File: config.mk
export PLATFORM = sky130hd
export DESIGN_NAME = bcd_updown_counter_seg7
export DESIGN_NICKNAME = d
export VERILOG_FILES = /design/src/rtl/bcd_seg7_pkg.sv /design/src/rtl/bcd_updown_counter_seg7_digit.sv /design/src/rtl/bcd_updown_counter_seg7.sv
export SDC_FILE = /design/constraint.sdc
export NUM_CORES = 1
export LEC_CHECK = 0
export BUFFER_PORTS_ARGS = -buffer_cell sky130_fd_sc_hd__buf_2
export CORE_ASPECT_RATIO = 1.1
export CORE_MARGIN = 2
export CORE_UTILIZATION = 58
export DETAILED_ROUTE_END_ITERATION = 16
export GPL_TIMING_DRIVEN = 0
export PLACE_DENSITY = 0.83
export SLEW_MARGIN = 20
export SYNTH_ARGS = -nofsm -noshare
export SYNTH_HDL_FRONTEND = slang
export SYNTH_SLANG_ARGS = --single-unit
File: constraint.sdc
create_clock -name i_Clk -period 4.5 [get_ports i_Clk]
set_clock_uncertainty 0.05 [all_clocks]
set_input_delay 1.35 -clock i_Clk [delete_from_list [all_inputs] [get_ports i_Clk]]
set_output_delay 1.35 -clock i_Clk [all_outputs]
set_load 0.03 [all_outputs]
File: src/rtl/bcd_seg7_pkg.sv
// Shared constants for the BCD counter: digit width, segment codes and decoder.
package bcd_seg7_pkg;

    localparam int unsigned DIGIT_W = 4;
    localparam int unsigned SEG_W   = 7;

    // Active-low segment patterns, bit order {A,B,C,D,E,F,G} with A as MSB.
    localparam logic [SEG_W-1:0] SEG_BLANK = 7'b1111111;
    localparam logic [SEG_W-1:0] SEG_D0    = 7'b0000001;
    localparam logic [SEG_W-1:0] SEG_D1    = 7'b1001111;
    localparam logic [SEG_W-1:0] SEG_D2    = 7'b0010010;
    localparam logic [SEG_W-1:0] SEG_D3    = 7'b0000110;
    localparam logic [SEG_W-1:0] SEG_D4    = 7'b1001100;
    localparam logic [SEG_W-1:0] SEG_D5    = 7'b0100100;
    localparam logic [SEG_W-1:0] SEG_D6    = 7'b0100000;
    localparam logic [SEG_W-1:0] SEG_D7    = 7'b0001111;
    localparam logic [SEG_W-1:0] SEG_D8    = 7'b0000000;
    localparam logic [SEG_W-1:0] SEG_D9    = 7'b0000100;

    // BCD digit to segment pattern; non-BCD codes show blank.
    function automatic logic [SEG_W-1:0] seg_decode(input logic [DIGIT_W-1:0] d);
        case (d)
            4'd0:    seg_decode = SEG_D0;
            4'd1:    seg_decode = SEG_D1;
            4'd2:    seg_decode = SEG_D2;
            4'd3:    seg_decode = SEG_D3;
            4'd4:    seg_decode = SEG_D4;
            4'd5:    seg_decode = SEG_D5;
            4'd6:    seg_decode = SEG_D6;
            4'd7:    seg_decode = SEG_D7;
            4'd8:    seg_decode = SEG_D8;
            4'd9:    seg_decode = SEG_D9;
            default: seg_decode = SEG_BLANK;
        endcase
    endfunction

endpackage

File: src/rtl/bcd_updown_counter_seg7_digit.sv
// One BCD digit of the ripple chain: holds 0..9, steps on inc/dec enables.
module bcd_digit
    import bcd_seg7_pkg::*;
(
    input  logic               clk,
    input  logic               rst_n,
    input  logic               clr,
    input  logic               inc_en,
    input  logic               dec_en,
    output logic [DIGIT_W-1:0] value,
    output logic               carry_out,
    output logic               borrow_out
);

    assign carry_out  = inc_en & (value == DIGIT_W'(9));
    assign borrow_out = dec_en & (value == DIGIT_W'(0));

    // Digit register: 9 rolls to 0 on increment, 0 rolls to 9 on decrement.
    always_ff @(posedge clk) begin
        if (!rst_n) begin
            value <= '0;
        end else if (clr) begin
            value <= '0;
        end else if (inc_en) begin
            value <= carry_out ? DIGIT_W'(0) : value + DIGIT_W'(1);
        end else if (dec_en) begin
            value <= borrow_out ? DIGIT_W'(9) : value - DIGIT_W'(1);
        end
    end

endmodule

File: src/rtl/bcd_updown_counter_seg7.sv
// N-digit BCD up/down counter with press edge detection and registered 7-segment drive.
module bcd_updown_counter_seg7
    import bcd_seg7_pkg::*;
#(
    parameter int unsigned NUM_DIGITS    = 2,
    parameter int unsigned WRAP_MODE     = 1,
    parameter int unsigned BLANK_LEADING = 1
) (
    input  logic                          i_Clk,
    input  logic                          i_Rst_L,
    input  logic                          i_Inc,
    input  logic                          i_Dec,
    input  logic                          i_Clear,
    output logic [DIGIT_W*NUM_DIGITS-1:0] o_Count_BCD,
    output logic [SEG_W*NUM_DIGITS-1:0]   o_Segments,
    output logic                          o_Limit
);

    localparam int unsigned SEGS_W = SEG_W * NUM_DIGITS;

    logic r_inc, r_dec, r_clr;
    logic inc_pulse, dec_pulse, clr_pulse;
    logic at_max, at_min;
    logic inc_req, dec_req;
    logic step_inc, step_dec;
    logic limit_c;
    logic [SEGS_W-1:0] seg_next;
    logic [SEGS_W-1:0] seg_rst;
    logic              higher_zero;
    logic [DIGIT_W-1:0] cur_digit;
    int unsigned       k;

    assign inc_pulse = i_Inc   & ~r_inc;
    assign dec_pulse = i_Dec   & ~r_dec;
    assign clr_pulse = i_Clear & ~r_clr;

    // Previous input levels for rising-edge detection.
    always_ff @(posedge i_Clk) begin
        if (!i_Rst_L) begin
            r_inc <= 1'b0;
            r_dec <= 1'b0;
            r_clr <= 1'b0;
        end else begin
            r_inc <= i_Inc;
            r_dec <= i_Dec;
            r_clr <= i_Clear;
        end
    end

    // Limit detection, request arbitration and saturate gating.
    always_comb begin
        at_max = 1'b1;
        at_min = 1'b1;
        for (int unsigned i = 0; i < NUM_DIGITS; i++) begin
            if (o_Count_BCD[DIGIT_W*i +: DIGIT_W] != DIGIT_W'(9)) at_max = 1'b0;
            if (o_Count_BCD[DIGIT_W*i +: DIGIT_W] != DIGIT_W'(0)) at_min = 1'b0;
        end
        inc_req  = inc_pulse & ~dec_pulse & ~clr_pulse;
        dec_req  = dec_pulse & ~inc_pulse & ~clr_pulse;
        limit_c  = (inc_req & at_max) | (dec_req & at_min);
        step_inc = inc_req & ((WRAP_MODE != 0) | ~at_max);
        step_dec = dec_req & ((WRAP_MODE != 0) | ~at_min);
    end

    // Ripple chain: each digit steps when all lower digits carry or borrow.
    for (genvar g = 0; g < NUM_DIGITS; g++) begin : gen_digit
        logic inc_en, dec_en, carry, borrow;
        if (g == 0) begin : gen_lsd
            assign inc_en = step_inc;
            assign dec_en = step_dec;
        end else begin : gen_upper
            assign inc_en = gen_digit[g-1].carry;
            assign dec_en = gen_digit[g-1].borrow;
        end
        bcd_digit u_digit (
            .clk        (i_Clk),
            .rst_n      (i_Rst_L),
            .clr        (clr_pulse),
            .inc_en     (inc_en),
            .dec_en     (dec_en),
            .value      (o_Count_BCD[DIGIT_W*g +: DIGIT_W]),
            .carry_out  (carry),
            .borrow_out (borrow)
        );
    end

    // Limit pulse aligned with the count update.
    always_ff @(posedge i_Clk) begin
        if (!i_Rst_L) o_Limit <= 1'b0;
        else          o_Limit <= limit_c;
    end

    // Segment decode with leading-zero blanking, scanned from the top digit down.
    always_comb begin
        seg_next    = '0;
        seg_rst     = '0;
        higher_zero = 1'b1;
        cur_digit   = '0;
        k           = 0;
        for (int unsigned i = 0; i < NUM_DIGITS; i++) begin
            k           = NUM_DIGITS - 1 - i;
            cur_digit   = o_Count_BCD[DIGIT_W*k +: DIGIT_W];
            higher_zero = higher_zero & (cur_digit == DIGIT_W'(0));
            if ((BLANK_LEADING != 0) && (k != 0) && higher_zero)
                seg_next[SEG_W*k +: SEG_W] = SEG_BLANK;
            else
                seg_next[SEG_W*k +: SEG_W] = seg_decode(cur_digit);
            if ((BLANK_LEADING != 0) && (k != 0))
                seg_rst[SEG_W*k +: SEG_W] = SEG_BLANK;
            else
                seg_rst[SEG_W*k +: SEG_W] = SEG_D0;
        end
    end

    // Segment register, one cycle behind the count.
    always_ff @(posedge i_Clk) begin
        if (!i_Rst_L) o_Segments <= seg_rst;
        else          o_Segments <= seg_next;
    end

endmodule
Word-level counts from Yosys, hierarchy flattened. Memories as Yosys holds them, arrays and structs flattened. A register that Yosys moved wholly into a read port is not among the register bits. Cells that the tools add are included.

Flip-flop bits (word level): 12. Memory bits (read-only): 224. Memories: 2.

Memories: (name not given) (depth 16, bits a word 7, rd ports 1, clocked after Yosys merged registers in 1, write ports 0, RTL line bcd_seg7_pkg.sv:22) `case (d)`; (name not given) (depth 16, bits a word 7, rd ports 1, clocked after Yosys merged registers in 1, write ports 0, RTL line bcd_seg7_pkg.sv:22).

$add $sub $neg: 4. Equal/unequal tests: 4. Muxes and demuxes: 12. Bitwise gates (word level): 21. Reduce and logical (&&, ||, !) cells: 9.

Operators with widths (count): $mux W4 (8); $and A1 B1 Y1 (13); $add A4 B1 Y4 const B (2); $eq A4 B4 Y1 const B (2); $logic_not A4 Y1 (2); $ne A4 B4 Y1 const B (2); $reduce_bool A4 Y1 (2); $sub A4 B1 Y4 const B (2); $not A1 Y1 (7); $mux W1 (4); $reduce_bool A2 Y1 (2); $reduce_or A2 Y1 (2); $logic_not A1 Y1 (1); $or A1 B1 Y1 (1).

Logic depth before layout (Yosys ltp).
Word-level depth: 10. Mapped depth: 6. Gate-level depth less buffers: 6.

Cells and area by module. From an unflattened synthesis, not the netlist that was laid out.

Cell total of the unflattened synthesis: 183. Area, all modules: 1589.0 um^2.

Modules (own cells, without submodules): bcd_updown_counter_seg7 (times used 1, cells an instance 95, area each 913.4 um^2, sequential area each 360.3 um^2); bcd_digit (times used 2, cells an instance 44, area each 337.8 um^2, sequential area each 80.1 um^2).

Worst setup path before layout. OpenSTA, ideal clock, no wires.

Path kind: in2reg. Start point: in i_Inc. End point: reg gen_digit[1].u_digit.value[0]. Arrival time: 2.295 ns. Setup slack: 2.081 ns. Stages on the path: 4. Cell sequence: nor2b_1 > nand4_2 > a221o_1 > a31oi_1.

Cells in the longest elaborated chain, start to end: 9. Elaborated cells between the ends (all ways): 15.

RTL lines: start, declared (RTL line bcd_updown_counter_seg7.sv:11) `input logic i_Inc,`; $and A1 B1 Y1 * (RTL line bcd_updown_counter_seg7.sv:33) `assign inc_pulse = i_Inc & ~r_inc;`; $not A1 Y1 (RTL line bcd_updown_counter_seg7.sv:59) `dec_req = dec_pulse & ~inc_pulse & ~clr_pulse;`; $and A1 B1 Y1 (2 in series) (RTL line bcd_updown_counter_seg7.sv:59); $and A1 B1 Y1 (2 in series) (RTL line bcd_updown_counter_seg7_digit.sv:16) `assign borrow_out = dec_en & (value == DIGIT_W'(0));`; $mux W4 (RTL line bcd_updown_counter_seg7_digit.sv:27) `value <= borrow_out ? DIGIT_W'(9) : value - DIGIT_W'(1);`; $mux W4 (RTL line bcd_updown_counter_seg7_digit.sv:26) `end else if (dec_en) begin`; $mux W4 (RTL line bcd_updown_counter_seg7_digit.sv:24) `end else if (inc_en) begin`; end signal, assigned (RTL line bcd_updown_counter_seg7_digit.sv:25) `value <= carry_out ? DIGIT_W'(0) : value + DIGIT_W'(1);`; end signal, assigned (RTL line bcd_updown_counter_seg7_digit.sv:27); end, declared (RTL line bcd_updown_counter_seg7_digit.sv:10) `output logic [DIGIT_W-1:0] value,`.

Mark *: on every way between the ends. The rest lies on a longest branch, timed or not. The select of a mux whose other input is x is not followed. A chain may end at the register's enable or synchronous reset.

Final worst setup path.
Start point: reg gen_digit[0].u_digit.value[1]. End point: out o_Count_BCD[1].

RTL lines: start, declared (RTL line bcd_updown_counter_seg7_digit.sv:10); start signal, assigned (RTL line bcd_updown_counter_seg7_digit.sv:25); start signal, assigned (RTL line bcd_updown_counter_seg7_digit.sv:27); end, declared (RTL line bcd_updown_counter_seg7.sv:14) `output logic [DIGIT_W*NUM_DIGITS-1:0] o_Count_BCD,`.

No word-level cell between the ends.

==> impl_metrics.toml <==
[worst_setup_path]
crit_path_end_kind = "primary output"
required_ns = 3.10
crit_family = "flip-flops"
start_kind = "register"
cp.arrival_ns = 1.15
crit_fanout = 10
r2r_setup_slack_ns = 2.38
crit_path_max_incr_delay_ns = 0.55
crit_chain = "buf_2"
crit_type = "reg -> out"
cp_slowest_cell = "dfxtp_1"
cp_num_buf_inv = 1

[synthesis]
syn_area_mm2 = 0.00144
synth_seq_cells = 26
synth_cell_types = 42
seq_area_frac_synth_pct = 36.2
synth_top_flop_cell = "dfxtp_1"
syn_inst = 172
syn_area_per_cell_um2 = 8.35
yosys_warnings = 0
syn_nets = 189
synth-edff-count = 0
ys_async_sr_fraction_pct = 0

[timing]
layout_min_cycle_time_ns = 2.55
slew_viol_final = 0
hold_viol_final = 0
rsz0062_at_grt = "no"
worst_pin_slew_ns = 0.607
max_slew_margin_pct = 59.2
setup_viol_count_final = 0
fin_ws_ns = 1.95
fmax_mhz = 392
tns_ns = 0
post-route-period-util_pct = 56.7

[finish]
final_common_cell = "buf_2"
drive_gt1_share_pct = 19.2
area_growth_pct = 14.5
fin_nets = 221
mostFrequentLayoutCells = "29 x buf_2, 26 x dfxtp_1, 15 x nand2_1"
final_util_pct = 71.6
antennaDiodeCount = 0

[place]
dp_hpwl_um = 2320
dp_slack_ns = 1.78
finalWeightedCongestion = 1.01
portBuffers = 27

[min_path]
hold_class = "reg -> reg"

[clocking]
cts_buffers = 3
clockBufferDepth = 2
cts_hold_buf = 0
path_clk_slew_ns = 0.14
clk_latency_ns = 0.33
post_cts.repair.setup_buffers = 0
cts_tree = "done"
cts_num_sinks = 26
cts_htree_levels = 1
ctsResizeCount = 0
cts_root_buffer = "clkbuf_4"

[floorplanning]
die_w_um = 51.5
initial_utilization_pct = 62.5
core.rowCount = 18
ios = 28
die_area_mm2 = 0.00289
dieHeight_um = 56.2
fp.coreArea_mm2 = 0.00230

[power_and_ir_drop]
ir_drop_mv = 0.206
switchingPower_uw = 160
pwr_density_cell_mw_per_mm2 = 301
switching_share_pct = 32.3
seqPwrFrac_pct = 51.3
comb_power_share_pct = 24.2
p_leak_nw = 0.692
internal_power_uw = 335
clkPwrFrac_pct = 24.5
power_uw = 495

[global_routing]
groute.usage.overall_pct = 23.6
grt-ovfl-total = 0
antenna_found_initial = 0
grt_max_degree = 15
grt_pass1_wl_um = 5340
grt_pass1_vias = 1247

[job]
drv_cap = 0

[drt]
dr_total_vias = 1385
initialDrtViolationCount = 61
wl_per_cell_um = 13.6
remaining_drc_errors = 0
routed_wl_um = 3170
first_pass_iters = 4
ant_nets = 0
routed_via_density = 5.94

[outcome]
status = "completed"
## registers in the layout, indices dropped and copies added (netlist names)
signal	cells
r_dec	1
r_inc	1
o_Limit	1
r_clr	1
gen_digit.u_digit.value	8
o_Segments	14
## routing by layer
| layer | vias to the layer above | GRT usage (%) | part of all wire (%) |
|---|---|---|---|
| met5 | - | 0 | 0 |
| met4 | 0 | 10.5 | 2.5 |
| met3 | 10 | 2.69 | 6.1 |
| met2 | 70 | 39.7 | 47 |
| met1 | 629 | 29.5 | 44 |
| li1 | 676 | - | - |
## through the flow
stage / hold WS [ns] / std cells / instance area (µm²)
after detailed placement: 0.572 / 229 / 1610
final: 0.589 / 233 / 1650
after global routing: 0.617 / 233 / 1650
after CTS: 0.589 / 233 / 1650
after global placement: 0.556 / 229 / 1610
after floorplan: 0.531 / 172 / 1440
## cells in the mapped netlist, drive strengths merged, types with 3 or more instances
library cell | instances | area [µm²]
nand3 | 9 | 45.0
nor2 | 11 | 41.3
dfxtp | 26 | 521
or3 | 3 | 18.8
ha | 12 | 150
nand2b | 6 | 37.5
o21ai | 11 | 55.1
a211oi | 3 | 22.5
and2 | 4 | 25.0
nand4 | 3 | 40.0
nor2b | 3 | 18.8
clkbuf | 5 | 18.8
a31oi | 5 | 31.3
nand2 | 15 | 56.3
a21oi | 12 | 60.1
a21boi | 5 | 37.5
inv | 9 | 33.8
nor3 | 7 | 35.0
## cell families (layout without fill, tap and decap cells)
kind of cell	count (synthesis)	count (layout)	synth area share, %
simple gates	70	70	27.0
buf+inv	16	47	4.36
mux	2	2	1.39
flops	26	26	36.2
compound gates	46	46	20.6
fa+ha+maj	12	12	10.5
## power groups by stage
stage	clock network (mW)	registers, mW	logic [mW]
floorplan	0	0.282	0.0639
global placement	0	0.258	0.116
detailed placement	0	0.259	0.119
CTS	0.123	0.254	0.119
global route	0.129	0.255	0.131
finish	0.121	0.254	0.120
## cell type report
cell class              instances  area (µm²)
well taps                      30        37.5
multi-input cells             130         853
inverters                       9        33.8
clock buffers                   4        36.3
plain buffers                   7        28.8
flip-flops and latches         26         520
repair buffers                 27         135
fillers                       195         652
## worst paths after layout
kind / start / end / depth (start not counted)
hold reg to reg: gen_digit[0].u_digit.value[0]$_SDFFE_PP0P_ / gen_digit[0].u_digit.value[0]$_SDFFE_PP0P_ / 2
hold / removal: gen_digit[0].u_digit.value[0]$_SDFFE_PP0P_ / gen_digit[0].u_digit.value[0]$_SDFFE_PP0P_ / 2
setup reg to reg: gen_digit[0].u_digit.value[1]$_SDFFE_PP0P_ / gen_digit[1].u_digit.value[2]$_SDFFE_PP0P_ / 6
setup / recovery: gen_digit[0].u_digit.value[1]$_SDFFE_PP0P_ / o_Count_BCD[1] / 1
(Power assumes the default switching activity.)
